## config.mk

```make
export PLATFORM = sky130hd
export DESIGN_NAME = issue_sched
export DESIGN_NICKNAME = d
export VERILOG_FILES = /design/src/rtl/issue_sched.sv
export SDC_FILE = /design/constraint.sdc
export NUM_CORES = 1
export LEC_CHECK = 0
export CAP_MARGIN = 25
export CORE_AREA = 2 2 92 94
export CTS_BUF_LIST = sky130_fd_sc_hd__clkbuf_4 sky130_fd_sc_hd__clkbuf_8
export CTS_CLUSTER_SIZE = 24
export DETAILED_ROUTE_END_ITERATION = 16
export DIE_AREA = 0 0 94 96
export GPL_ROUTABILITY_DRIVEN = 0
export PLACE_DENSITY = 0.92
export SKIP_CTS_REPAIR_TIMING = 1
export SLEW_MARGIN = 20
export SYNTH_ARGS = -nofsm -noshare
export SYNTH_HDL_FRONTEND = slang
export SYNTH_SLANG_ARGS = --single-unit
```

## constraint.sdc

```tcl
create_clock -name clk -period 4.9 [get_ports clk]
set_input_delay 1.47 -clock clk [delete_from_list [all_inputs] [get_ports clk]]
set_output_delay 1.47 -clock clk [all_outputs]
set_load 0.01 [all_outputs]
```

## src/rtl/issue_sched.sv

```systemverilog
// Dual-issue scheduler for a two-entry issue buffer head.
// Decides how many head entries to pop, routes them to EX pipes A/B, and
// tracks load-use stalls, flush dead cycles and issue/bubble statistics.
module issue_sched (
  input  logic        clk,
  input  logic        rst,
  input  logic [1:0]  head_valid,
  input  logic [4:0]  i0_rd,
  input  logic [4:0]  i0_rj,
  input  logic [4:0]  i0_rk,
  input  logic [4:0]  i1_rd,
  input  logic [4:0]  i1_rj,
  input  logic [4:0]  i1_rk,
  input  logic        i0_we,
  input  logic        i1_we,
  input  logic        i0_mem,
  input  logic        i1_mem,
  input  logic        i0_br,
  input  logic        i1_br,
  input  logic [4:0]  ex_a_rd,
  input  logic [4:0]  ex_b_rd,
  input  logic        ex_a_ld,
  input  logic        ex_b_ld,
  input  logic        flush_br,
  input  logic        stall_dcache,
  output logic [1:0]  pop_cnt,
  output logic        issue_a_valid,
  output logic        issue_b_valid,
  output logic        issue_swap,
  output logic [31:0] issue_cnt,
  output logic [31:0] bubble_cnt
);

  localparam int unsigned CntW = 32;
  localparam int unsigned RegW = 5;

  typedef enum logic [1:0] {
    RUN     = 2'd0,
    LU_WAIT = 2'd1,
    FLUSH   = 2'd2
  } state_e;

  state_e            state_q, state_d;
  logic [CntW-1:0]   issue_cnt_q, issue_cnt_d;
  logic [CntW-1:0]   bubble_cnt_q, bubble_cnt_d;
  logic              bubble;

  logic hv0, hv1;
  logic i0_lu, i1_lu;
  logic raw_01, waw_01;
  logic dual_ok;

  // Source register r waits on a load still in EX; x0 never waits.
  function automatic logic lu_hit(input logic [RegW-1:0] r,
                                  input logic [RegW-1:0] a_rd, input logic a_ld,
                                  input logic [RegW-1:0] b_rd, input logic b_ld);
    return (r != RegW'(0)) && ((a_ld && (r == a_rd)) || (b_ld && (r == b_rd)));
  endfunction

  // Entry 1 alone is meaningless, so it only counts behind a valid entry 0.
  assign hv0 = head_valid[0];
  assign hv1 = head_valid[0] & head_valid[1];

  assign i0_lu = lu_hit(i0_rj, ex_a_rd, ex_a_ld, ex_b_rd, ex_b_ld)
               | lu_hit(i0_rk, ex_a_rd, ex_a_ld, ex_b_rd, ex_b_ld);
  assign i1_lu = lu_hit(i1_rj, ex_a_rd, ex_a_ld, ex_b_rd, ex_b_ld)
               | lu_hit(i1_rk, ex_a_rd, ex_a_ld, ex_b_rd, ex_b_ld);

  // Intra-pair dependencies that forbid issuing both entries together.
  assign raw_01 = i0_we && (i0_rd != RegW'(0)) && ((i1_rj == i0_rd) || (i1_rk == i0_rd));
  assign waw_01 = i0_we && i1_we && (i0_rd != RegW'(0)) && (i0_rd == i1_rd);

  assign dual_ok = hv1 && !i0_lu && !i1_lu && !raw_01 && !waw_01
                && !(i0_mem && i1_mem) && !(i0_br && i1_br);

  // Issue decision, next state and counter updates.
  always_comb begin
    state_d       = state_q;
    pop_cnt       = 2'd0;
    issue_a_valid = 1'b0;
    issue_b_valid = 1'b0;
    issue_swap    = 1'b0;
    bubble        = 1'b0;
    issue_cnt_d   = issue_cnt_q;
    bubble_cnt_d  = bubble_cnt_q;

    if (rst) begin
      state_d = RUN;
    end else if (flush_br) begin
      state_d = FLUSH;
    end else if (!stall_dcache) begin
      case (state_q)
        RUN: begin
          if (hv0) begin
            if (i0_lu) begin
              state_d = LU_WAIT;
              bubble  = 1'b1;
            end else if (dual_ok) begin
              pop_cnt       = 2'd2;
              issue_a_valid = 1'b1;
              issue_b_valid = 1'b1;
              issue_swap    = i0_mem | i1_br;
            end else begin
              pop_cnt = 2'd1;
              bubble  = hv1;
              if (i0_mem) begin
                issue_b_valid = 1'b1;
                issue_swap    = 1'b1;
              end else begin
                issue_a_valid = 1'b1;
              end
            end
          end
        end
        LU_WAIT: begin
          state_d = RUN;
          bubble  = hv0;
        end
        default: state_d = RUN;
      endcase
      issue_cnt_d  = issue_cnt_q + CntW'(pop_cnt);
      bubble_cnt_d = bubble_cnt_q + CntW'(bubble);
    end
  end

  // State and statistics registers with synchronous reset.
  always_ff @(posedge clk) begin
    if (rst) begin
      state_q      <= RUN;
      issue_cnt_q  <= '0;
      bubble_cnt_q <= '0;
    end else begin
      state_q      <= state_d;
      issue_cnt_q  <= issue_cnt_d;
      bubble_cnt_q <= bubble_cnt_d;
    end
  end

  assign issue_cnt  = issue_cnt_q;
  assign bubble_cnt = bubble_cnt_q;

endmodule
```

## Word-level counts from Yosys, hierarchy flattened

Cells that the tools add are included.

| operators by class | value |
|---|---|
| $add $sub $neg | 2 |
| eq/ne operators | 17 |
| muxes and demuxes | 45 |
| bitwise operators | 6 |
| reduce and logical (&&, ||, !) cells | 46 |

Operators with widths:

| cell | count |
|---|---|
| equality test 5 bit | 11 |
| adder 32 x 1 -> 32 bit | 1 |
| adder 32 x 2 -> 32 bit | 1 |
| two-way mux 2 bit | 15 |
| two-way mux 1 bit | 29 |
| logical AND 1 bit | 25 |
| nonzero test 5 bit | 5 |
| zero test 1 bit | 6 |
| != test 2 bit (second input constant) | 3 |
| != test 3 bit (second input constant) | 2 |
| AND reduction 3 bit | 2 |
| logical OR 1 bit | 5 |
| bitwise OR 1 bit | 3 |
| equality test 2 x 1 -> 1 bit (second input constant) | 1 |
| zero test 2 bit | 1 |
| NOT 1 bit | 2 |
| case mux 1 bit (2 select lines) | 1 |
| AND reduction 2 bit | 1 |
| OR reduction 2 bit | 1 |
| AND 1 bit | 1 |

| storage, ports and cells | value |
|---|---|
| bits in registers | 66 |

## Logic depth before layout (Yosys ltp)

| depth | value |
|---|---|
| depth in word-level cells | 22 |
| mapped depth | 15 |

## Least setup slack after synthesis

No wires, ideal clock.

| timing path | value |
|---|---|
| kind | input port to output port |
| from | in i0_rk[1] |
| to | out issue_swap |
| data arrival time | 2928 ps |
| slack | 502 ps |
| cell stages on the path | 6 |
| path through | or4_1 o211ai_1 o22ai_1 nor3_2 nand2_1 o22ai_1 |

| on the way | value |
|---|---|
| longest elaborated chain between the ends | 19 |
| elaborated cells on any way between the ends | 22 |
| classes of those cells | eq/ne (2); mux (7); bitwise (1); reduce/logical (12) |

RTL lines:

| what | line | source |
|---|---|---|
| start, declared | 10 | `input logic [4:0] i0_rk,` |
| equality test 5 bit | 57 | `return (r != RegW'(0)) && ((a_ld && (r == a_rd)) \|\| (b_ld && (r == b_rd)));` |
| logical AND 1 bit | 57 |  |
| logical OR 1 bit | 57 |  |
| logical AND 1 bit (*) | 57 |  |
| bitwise OR 1 bit (*) | 65 | `\| lu_hit(i0_rk, ex_a_rd, ex_a_ld, ex_b_rd, ex_b_ld);` |
| zero test 1 bit | 73 | `assign dual_ok = hv1 && !i0_lu && !i1_lu && !raw_01 && !waw_01` |
| logical AND 1 bit (4 in a row) | 73 |  |
| logical AND 1 bit (2 in a row) | 74 | `&& !(i0_mem && i1_mem) && !(i0_br && i1_br);` |
| two-way mux 1 bit | 98 | `end else if (dual_ok) begin` |
| two-way mux 1 bit (*) | 95 | `if (i0_lu) begin` |
| two-way mux 1 bit (*) | 94 | `if (hv0) begin` |
| two-way mux 1 bit (*) | 92 | `case (state_q)` |
| two-way mux 1 bit (*) | 91 | `end else if (!stall_dcache) begin` |
| two-way mux 1 bit (*) | 89 | `end else if (flush_br) begin` |
| two-way mux 1 bit (*) | 87 | `if (rst) begin` |
| end, declared | 29 | `output logic issue_swap,` |

Mark *: on every way between the ends. The rest lies on a longest branch, timed or not.

## Worst setup path in the final report

| timing path | value |
|---|---|
| from | in i0_rk[3] |
| to | out issue_swap |

Same word-level chain as after synthesis.

==> flow_metrics.tcl <==
set metrics [dict create \
    wirelength_um 11100 \
    n_antenna_cell 0 \
    path_clk_slew_ns 0.06 \
    yosysTopAreaCell "dfxtp_1" \
    hold_viol 0 \
    yosys-top-cells-area "dfxtp_1 (35%), xnor2_1 (15%), xor2_1 (10%)" \
    ios 123 \
    timing.final.crit_share_pct 100 \
    start_util_pct 46.5 \
    arrival_ns 3.45 \
    cts.htree.levels 3 \
    pwr-share-comb_pct 14.1 \
    critPathKind "in2out" \
    critPathLaunchType "input pin" \
    drcViolationCount 0 \
    rsz0062_at_grt "yes" \
    synthCells 459 \
    p_total_mw 1.21 \
    numCtsBuffers 9 \
    synth_edf_count 0 \
    grt_pass1_vias 3849 \
    cts_tree "done" \
    cts_root_buf "clkbuf_8" \
    max_freq_ghz 0.203 \
    seqPwrFrac_pct 44.4 \
    internal_power_uw 934 \
    yosysMostFrequentCell "nor2_1" \
    min_period_ns 4.92 \
    rows 33 \
    synth_common_cells "nor2_1 (72), dfxtp_1 (66), xnor2_1 (62)" \
    final_nets 671 \
    synth_area_per_cell_um2 8.16 \
    status "finished, violations left" \
    netSwitchingFraction_pct 23.0 \
    clockPowerShare_pct 41.5 \
    portBuffers 122 \
    yosysWarnings 0 \
    tightest_slew_ns 0.693 \
    crit_required_ns 3.43 \
    fin_hold_ws_ns 0.488 \
    gr-usage-all-layers_pct 24.6 \
    slew_violations 0 \
    grt_pass1_wl_um 17500 \
    dieArea_um2 9020 \
    clk_latency_ns 0.34 \
    syn_nets 518 \
    synth_seq_area_share_pct 35.3 \
    synth_async_sr_flop_share_pct 0 \
    area_growth_pct 48.5 \
    die_width_um 94 \
    clockBufferDepth 2 \
    irDropWorstVdd_uv 260 \
    drive_gt1_share_pct 11.7 \
    setup_viol 2 \
    ys_seq_elements 66 \
    cts.sinks 66 \
    min_path_type "reg2reg" \
    violations "negative setup slack" \
    routed_via_density 5.40 \
    grt_antenna_before_repair 0 \
    grt_max_degree 67 \
    reg2reg_depth 12 \
    crit_fanout 5 \
    routedWlPerCell_um 15.4 \
    ant_nets 0 \
    switchingPower_uw 280 \
    hpwl_um 8220 \
    synthFlopType "dfxtp_1" \
    syn_area_um2 3740 \
    first_iter_violations 220 \
    overflow 0 \
    slew_headroom_pct 53.4 \
    die_h_um 96 \
    drt_pre_antenna_iters 5 \
    fin_ws_ns -0.0204 \
    synth_top_area_share_pct 35.3 \
    num_vias 3892 \
    fp.coreArea_um2 8050 \
    cap_violations 0 \
    end_kind "primary output" \
    final.setup_skew_ns 0.00981 \
    p_leak_nw 2.05 \
    worstHoldPathCells 2 \
    yosysUniqueCellTypes 35 \
    power_density_nw_per_um2 218 \
]
[registers in the layout, indices dropped and copies added (netlist names)]
signal and flops:
bubble_cnt 32, issue_cnt 32, state_q 2
[logic make-up (layout without fill, tap and decap cells)]
| group | after synthesis | after routing | share of synthesized area, % |
|---|---|---|---|
| simple gates | 216 | 216 | 29.2 |
| xor+xnor | 106 | 106 | 24.8 |
| flops | 66 | 66 | 35.3 |
| compound gates | 41 | 41 | 6.05 |
| buf+inv | 25 | 182 | 2.74 |
| fa+ha+maj | 5 | 5 | 1.87 |
[worst paths after layout]
path	start	to	slack [ns]
min reg2reg	issue_cnt[31]	issue_cnt[31]	0.49
max reg2reg	state_q[1]	issue_cnt[30]	2.41
max	i0_rk[3]	issue_swap	-0.02
min	issue_cnt[31]	issue_cnt[31]	0.49
[cell usage in the layout, fill, tap and decap left out, drive strengths merged, types with 9 or more instances in the layout]
cell / n
nand3: 24
or3: 9
nand4: 27
and3: 11
o21ai: 15
dfxtp: 66
a21oi: 17
nor3: 13
xnor2: 62
nor2: 72
clkbuf: 16
xor2: 44
buf: 41
clkdlybuf4s50: 110
nand2: 34
[routing by layer]
layer	share of wire, %	track usage (%)
met5	0	0
met4	3.5	11.8
met3	4.9	6.50
met2	51	43.5
met1	40	27.5
[layout make-up]
type                       count  area [µm²]
clock buffer                  14         193
clock inverter                 1        30.0
fill                         623        2490
inverter                       7        26.3
multi-input combinational    368        2360
sequential                    66        1320
tap                          105         131
timing repair buffer         160        1500
[worst max-delay path, cell delays in order]
cell and delay [ns]:
clkdlybuf4s50_1 0.44, or4_4 0.50, o211ai_1 0.24, o22ai_2 0.14, nor3_2 0.20, nand2_2 0.13
o22ai_1 0.17, buf_2 0.15
[power groups by stage]
stage	Clock [mW]	Combinational, mW	Sequential, mW
finish	0.504	0.171	0.539
global route	0.533	0.182	0.539
CTS	0.510	0.165	0.539
detailed placement	0	0.164	0.551
global placement	0	0.157	0.551
floorplan	0	0.0710	0.551
[through the flow]
stage                     setup TNS, ns  util, %  area, µm²  instances  setup WS (ns)
after CTS                         -2.39     68.3       5500        718         -0.529
after detailed placement          -4.55     65.5       5280        703         -0.528
after global placement            -2.23     65.5       5280        703         -0.414
after floorplan                       0        -       3740        459          0.502
after global routing             -0.161     69.0       5560        721        -0.0568
final                           -0.0394     69.0       5560        721        -0.0204
No activity file was read; power rests on OpenSTA's default activity.
